### src/rtl/eep_arb_pkg.sv
// Shared widths, default timeout and FSM encoding for the EEPROM read arbiter.
package eep_arb_pkg;

  localparam int unsigned ADDR_W          = 16;
  localparam int unsigned LEN_W           = 17;
  localparam int unsigned DATA_W          = 8;
  localparam int unsigned TIMEOUT_CYC_DEF = 32'd200000;

  typedef enum logic [1:0] {
    StIdle  = 2'd0,
    StIssue = 2'd1,
    StBusy  = 2'd2,
    StGap   = 2'd3
  } arb_state_e;

endpackage

### src/rtl/eep_req_slot.sv
// One requester's pending slot: captures a read request, flags zero-length
// requests and drops requests that arrive while the slot is busy.
module eep_req_slot
  import eep_arb_pkg::*;
(
  input  logic              sys_clk,
  input  logic              glbl_rst,
  input  logic              rden,
  input  logic [LEN_W-1:0]  length,
  input  logic [ADDR_W-1:0] addr,
  input  logic              serving,   // this requester is in ISSUE/BUSY
  input  logic              clear,     // slot handed to the reader this cycle
  output logic              pending,
  output logic [LEN_W-1:0]  slot_len,
  output logic [ADDR_W-1:0] slot_addr,
  output logic              err,
  output logic              ovf
);

  logic              pending_q;
  logic [LEN_W-1:0]  len_q;
  logic [ADDR_W-1:0] addr_q;
  logic              err_q;
  logic              ovf_q;
  logic              zero_len;
  logic              drop;
  logic              take;

  // Zero length wins over overflow: it is an error, not a lost request.
  always_comb begin
    zero_len = rden && (length == '0);
    drop     = rden && !zero_len && (pending_q || serving);
    take     = rden && !zero_len && !pending_q && !serving;
  end

  // Slot capture plus single-cycle error/overflow pulses.
  always_ff @(posedge sys_clk or posedge glbl_rst) begin
    if (glbl_rst) begin
      pending_q <= 1'b0;
      len_q     <= '0;
      addr_q    <= '0;
      err_q     <= 1'b0;
      ovf_q     <= 1'b0;
    end else begin
      err_q <= zero_len;
      ovf_q <= drop;
      if (take) begin
        pending_q <= 1'b1;
        len_q     <= length;
        addr_q    <= addr;
      end else if (clear) begin
        pending_q <= 1'b0;
      end
    end
  end

  assign pending   = pending_q;
  assign slot_len  = len_q;
  assign slot_addr = addr_q;
  assign err       = err_q;
  assign ovf       = ovf_q;

endmodule

### src/rtl/eep_rd_arb.sv
// Round-robin arbiter sharing one EEPROM reader between two requesters.
// Optional BUSY watchdog enabled by defining EEP_RD_TIMEOUT_EN.
module eep_rd_arb
  import eep_arb_pkg::*;
#(
  parameter int unsigned TIMEOUT_CYC = TIMEOUT_CYC_DEF
) (
  input  logic              sys_clk,
  input  logic              glbl_rst,
  input  logic              req0_rden,
  input  logic [LEN_W-1:0]  req0_length,
  input  logic [ADDR_W-1:0] req0_addr,
  input  logic              req1_rden,
  input  logic [LEN_W-1:0]  req1_length,
  input  logic [ADDR_W-1:0] req1_addr,
  output logic              req0_valid,
  output logic              req0_last,
  output logic              req0_err,
  output logic [DATA_W-1:0] req0_data,
  output logic              req1_valid,
  output logic              req1_last,
  output logic              req1_err,
  output logic [DATA_W-1:0] req1_data,
  output logic              eep_rden,
  output logic [LEN_W-1:0]  eep_length,
  output logic [ADDR_W-1:0] eep_addr,
  input  logic              eep_valid,
  input  logic              eep_last,
  input  logic [DATA_W-1:0] eep_data,
  output logic              busy,
  output logic              grant,
  output logic              req_ovf
);

  arb_state_e        state_q, state_d;
  logic              grant_q, grant_d;
  logic              ptr_q, ptr_d;      // preferred slot when both are pending
  logic              pend0, pend1, err0, err1, ovf0, ovf1;
  logic [LEN_W-1:0]  len0, len1;
  logic [ADDR_W-1:0] addr0, addr1;
  logic              in_service, serving0, serving1, clear0, clear1;
  logic              timeout_err;
  logic              route0, route1;
  logic              v0_q, l0_q, v1_q, l1_q, to_err0_q, to_err1_q;
  logic [DATA_W-1:0] d0_q, d1_q;

  assign in_service = (state_q == StIssue) || (state_q == StBusy);
  assign serving0   = in_service && !grant_q;
  assign serving1   = in_service && grant_q;
  assign clear0     = (state_q == StIssue) && !grant_q;
  assign clear1     = (state_q == StIssue) && grant_q;

  eep_req_slot u_slot0 (
    .sys_clk   (sys_clk),
    .glbl_rst  (glbl_rst),
    .rden      (req0_rden),
    .length    (req0_length),
    .addr      (req0_addr),
    .serving   (serving0),
    .clear     (clear0),
    .pending   (pend0),
    .slot_len  (len0),
    .slot_addr (addr0),
    .err       (err0),
    .ovf       (ovf0)
  );

  eep_req_slot u_slot1 (
    .sys_clk   (sys_clk),
    .glbl_rst  (glbl_rst),
    .rden      (req1_rden),
    .length    (req1_length),
    .addr      (req1_addr),
    .serving   (serving1),
    .clear     (clear1),
    .pending   (pend1),
    .slot_len  (len1),
    .slot_addr (addr1),
    .err       (err1),
    .ovf       (ovf1)
  );

`ifdef EEP_RD_TIMEOUT_EN
  logic [31:0] to_cnt_q;
  logic        to_hit;

  // A real last in the same cycle as the timeout takes precedence.
  assign to_hit      = (state_q == StBusy) && (to_cnt_q == TIMEOUT_CYC - 1);
  assign timeout_err = to_hit && !(eep_valid && eep_last);

  // Watchdog: cleared while issuing, counts every BUSY cycle.
  always_ff @(posedge sys_clk or posedge glbl_rst) begin
    if (glbl_rst) begin
      to_cnt_q <= '0;
    end else if (state_q == StIssue) begin
      to_cnt_q <= '0;
    end else if (state_q == StBusy) begin
      to_cnt_q <= to_cnt_q + 32'd1;
    end
  end
`else
  logic unused_timeout_cfg;
  assign unused_timeout_cfg = ^TIMEOUT_CYC;
  assign timeout_err        = 1'b0;
`endif

  // Next-state, grant and round-robin pointer selection.
  always_comb begin
    state_d = state_q;
    grant_d = grant_q;
    ptr_d   = ptr_q;
    unique case (state_q)
      StIdle: begin
        if (pend0 || pend1) begin
          grant_d = (pend0 && pend1) ? ptr_q : pend1;
          ptr_d   = !grant_d;
          state_d = StIssue;
        end
      end
      StIssue: state_d = StBusy;
      StBusy: begin
        if ((eep_valid && eep_last) || timeout_err) begin
          state_d = StGap;
        end
      end
      StGap:   state_d = StIdle;
      default: state_d = StIdle;
    endcase
  end

  // FSM, grant and pointer registers.
  always_ff @(posedge sys_clk or posedge glbl_rst) begin
    if (glbl_rst) begin
      state_q <= StIdle;
      grant_q <= 1'b0;
      ptr_q   <= 1'b0;
    end else begin
      state_q <= state_d;
      grant_q <= grant_d;
      ptr_q   <= ptr_d;
    end
  end

  // Beats are only forwarded while BUSY, to the granted requester.
  assign route0 = (state_q == StBusy) && !grant_q && eep_valid;
  assign route1 = (state_q == StBusy) && grant_q && eep_valid;

  // Registered return path and timeout error pulses.
  always_ff @(posedge sys_clk or posedge glbl_rst) begin
    if (glbl_rst) begin
      v0_q      <= 1'b0;
      l0_q      <= 1'b0;
      d0_q      <= '0;
      v1_q      <= 1'b0;
      l1_q      <= 1'b0;
      d1_q      <= '0;
      to_err0_q <= 1'b0;
      to_err1_q <= 1'b0;
    end else begin
      v0_q      <= route0;
      l0_q      <= route0 && eep_last;
      d0_q      <= route0 ? eep_data : '0;
      v1_q      <= route1;
      l1_q      <= route1 && eep_last;
      d1_q      <= route1 ? eep_data : '0;
      to_err0_q <= timeout_err && !grant_q;
      to_err1_q <= timeout_err && grant_q;
    end
  end

  assign req0_valid = v0_q;
  assign req0_last  = l0_q;
  assign req0_data  = d0_q;
  assign req0_err   = err0 || to_err0_q;
  assign req1_valid = v1_q;
  assign req1_last  = l1_q;
  assign req1_data  = d1_q;
  assign req1_err   = err1 || to_err1_q;
  assign req_ovf    = ovf0 || ovf1;
  assign busy       = (state_q != StIdle);
  assign grant      = grant_q;
  assign eep_rden   = (state_q == StIssue);
  assign eep_addr   = eep_rden ? (grant_q ? addr1 : addr0) : '0;
  assign eep_length = eep_rden ? (grant_q ? len1 : len0) : '0;

endmodule

### config.mk
export PLATFORM = sky130hd
export DESIGN_NAME = eep_rd_arb
export DESIGN_NICKNAME = d
export VERILOG_FILES = /design/src/rtl/eep_arb_pkg.sv /design/src/rtl/eep_req_slot.sv /design/src/rtl/eep_rd_arb.sv
export SDC_FILE = /design/constraint.sdc
export NUM_CORES = 1
export LEC_CHECK = 0
export CORE_ASPECT_RATIO = 1.75
export CORE_MARGIN = 4
export CORE_UTILIZATION = 35
export CTS_CLUSTER_SIZE = 20
export DETAILED_ROUTE_END_ITERATION = 16
export PLACE_DENSITY = 0.66
export SLEW_MARGIN = 20
export SYNTH_ARGS = -nofsm -noshare
export SYNTH_HDL_FRONTEND = slang
export SYNTH_SLANG_ARGS = --single-unit
### constraint.sdc
create_clock -name sys_clk -period 3.6 [get_ports sys_clk]
set_clock_uncertainty 0.05 [all_clocks]
set_input_delay 1.08 -clock sys_clk [delete_from_list [all_inputs] [get_ports sys_clk]]
set_output_delay 1.08 -clock sys_clk [all_outputs]
set_load 0.005 [all_outputs]
==> results.json <==
{
  "vias": 3005,
  "cp_data_required_time_ns": 2.47,
  "clock_path_buffers": 2,
  "dr.pass1.iters": 4,
  "grt.total_usage_pct": 16.1,
  "slew_violations": 0,
  "start_kind": "flop",
  "cpPeakStageDelay_ns": 0.53,
  "r2r_cells": 8,
  "syn_inst": 316,
  "coreArea_mm2": 0.0116,
  "yosys.cell_types.count": 29,
  "routed_wirelength_um": 11000,
  "finalCritPeriodShare_pct": 92.0,
  "drc": 0,
  "cap_violations": 0,
  "vias_per_cell": 5.01,
  "tightest_slew_ns": 0.715,
  "grt_overflow_total": 0,
  "wl_per_cell_um": 18.3,
  "numCtsBuffers": 9,
  "ioPinCount": 139,
  "dp_slack_ns": 0.0683,
  "grt_pass1_wl_um": 17600,
  "cts_tree": "built",
  "hold_viol": 0,
  "drt_iter0_drc": 108,
  "ys_ff_latch": 96,
  "power.leakage_uw": 0.00275,
  "rsz0062_at_grt": "false",
  "clockRootBuffer": "clkbuf_16",
  "cts_num_sinks": 96,
  "cp_max_fo": 31,
  "end_kind": "output pin",
  "total_power_uw": 4870,
  "cp_slowest_cell": "clkdlybuf4s50_1",
  "syn_nets": 399,
  "powerDensity_mw_per_mm2": 801,
  "insertion_delay_ns": 0.34,
  "die_area_mm2": 0.0138,
  "setup_ws_ns": 0.287,
  "period_needed_ns": 3.31,
  "status": "completed",
  "crit_start": "state_q[1]",
  "avgSynthCellArea_um2": 13.2,
  "reg2reg_to": "u_slot0.slot_addr[14]",
  "setup_viol": 0,
  "drive_above_1_share_pct": 17.4,
  "fin_setup_tns_ns": 0,
  "netlist_area_mm2": 0.00417,
  "slew-limit-headroom_pct": 51.9,
  "max_freq_mhz": 302,
  "arrival_ns": 2.18,
  "place_hpwl_um": 7810,
  "finalNetCount": 543,
  "port_buffers": 138,
  "yosysSeqAreaShare_pct": 57.6,
  "area_delta_synth_final_pct": 45.9,
  "cts_resized": 0,
  "r2r_slack_ns": 1.41,
  "die_y_um": 152,
  "path_cells": "inv_1, ha_1, clkinv_1, buf_4, nor2_1, clkdlybuf4s50_1",
  "grt_pass1_vias": 3363,
  "yosysWarningCount": 0,
  "antenna_found_initial": 0,
  "place_congestion": 0.775,
  "clk_pin_slew_ns": 0.07,
  "hp-class": "flop to flop",
  "vdd_drop_max_uv": 324,
  "fp-row-count": 52,
  "crit_type": "flop to output pin",
  "htree_levels": 3,
  "die_w_um": 90.5,
  "rr_startpoint": "state_q[0]",
  "endpoint": "eep_length[2]",
  "whs_ns": 0.457,
  "cts_hold_buf": 0,
  "grt_max_degree": 97,
  "postCtsSetupRepairBufs": 0,
  "final_util_pct": 52.2,
  "antenna_cells": 0,
  "start_util_pct": 35.8,
  "postRouteAntennaNets": 0
}
==> kinds of logic after synthesis <==
kind of cell | Yosys count | synth area share (%)
flip-flops | 96 | 57.6
AO/OA/AOI/OAI | 28 | 5.19
buffers and inverters | 20 | 2.85
AND/OR/NAND/NOR | 86 | 10.1
multiplexers | 83 | 23.3
adder cells (fa/ha/maj) | 3 | 0.900
==> how the worst min path moves through the flow <==
stage / startpoint / endpoint / slack [ns] / cells after the start
6_report: ptr_q / ptr_q / 0.46 / 1
3_3_place_gp: ptr_q / ptr_q / 0.43 / 1
2_1_floorplan: ptr_q / ptr_q / 0.41 / 1
5_1_grt: ptr_q / ptr_q / 0.48 / 1
3_5_place_dp: u_slot1.slot_len[5] / u_slot1.slot_len[5] / 0.43 / 1
4_1_cts: ptr_q / ptr_q / 0.45 / 1
==> sequential cells by signal, summed over array words and instances (netlist names) <==
signal,flops
u_slot0.slot_len,17
u_slot1.slot_len,17
u_slot0.slot_addr,16
u_slot1.slot_addr,16
req0_data,8
req1_data,8
state_q,2
grant,1
ptr_q,1
req0_last,1
req0_valid,1
req1_last,1
req1_valid,1
u_slot0.err,1
u_slot0.ovf,1
u_slot0.pending,1
u_slot1.err,1
u_slot1.ovf,1
u_slot1.pending,1
==> metrics by stage <==
step	cells	cell area, um^2
2_1_floorplan	316	4170
3_3_place_gp	584	5750
3_5_place_dp	584	5750
4_1_cts	600	6080
5_1_grt	600	6080
6_report	600	6080
==> worst max-delay path: cells and delay by family (launching register included) <==
kind	cells	cell delay, ns
buf+inv	4	1.07
flops	1	0.38
fa+ha+maj	1	0.20
simple gates	1	0.19
==> layout by cell type (no fill, tap or decap), types with 3 or more instances in the layout <==
| master | instances |
|---|---|
| ha_1 | 3 |
| nor4_1 | 6 |
| inv_1 | 3 |
| o21ai_0 | 3 |
| mux2i_1 | 33 |
| dfrtp_1 | 95 |
| nand2_1 | 10 |
| clkdlybuf4s50_1 | 138 |
| buf_12 | 3 |
| and2_1 | 21 |
| nor2_1 | 40 |
| a22o_1 | 16 |
| mux2_4 | 21 |
| clkbuf_16 | 9 |
| a21oi_1 | 3 |
| buf_4 | 7 |
| mux2_2 | 29 |
==> layer usage <==
metal | up-vias | track usage [%] | part of all wire (%)
li1 | 1387 | - | -
met1 | 1494 | 18.9 | 41
met2 | 111 | 28.5 | 52
met3 | 13 | 3.90 | 5.3
met4 | 0 | 5.33 | 1.8
met5 | - | 0 | 0
==> synth_stat cells (all sizes together) <==
library cell  count  area share [%]
and3              1            0.15
a22o             16             3.4
mux2             50              15
inv               4            0.36
nor2b             1            0.15
nor3              2            0.24
mux2i            33             7.9
nor2             40             3.6
a31oi             2            0.30
a21oi             3            0.36
or2               1            0.15
clkinv            1           0.090
nor4              6            0.90
o21ai             5            0.78
and2             21             3.2
buf              11             2.0
nor3b             2            0.63
a22oi             1            0.18
dfrtp            96              58
o22a              1            0.21
clkbuf            4            0.36
nand3             2            0.24
nand2            10            0.90
ha                3            0.90
==> power breakdown <==
part | switching, uW | internal, uW | total, uW
combinational | 782 | 1210 | 1990
sequential | 298 | 1530 | 1830
clock | 407 | 649 | 1060
==> area by class of cell <==
type                       count  area, um^2
fill                        1010        5560
sequential                    96        2400
multi-input combinational    200        1660
timing repair buffer         148        1490
clock buffer                  12         256
tap                          135         169
clock inverter                 4        76.3
inverter                       5        22.5
Note: power is estimated with default switching activity, not from simulation.
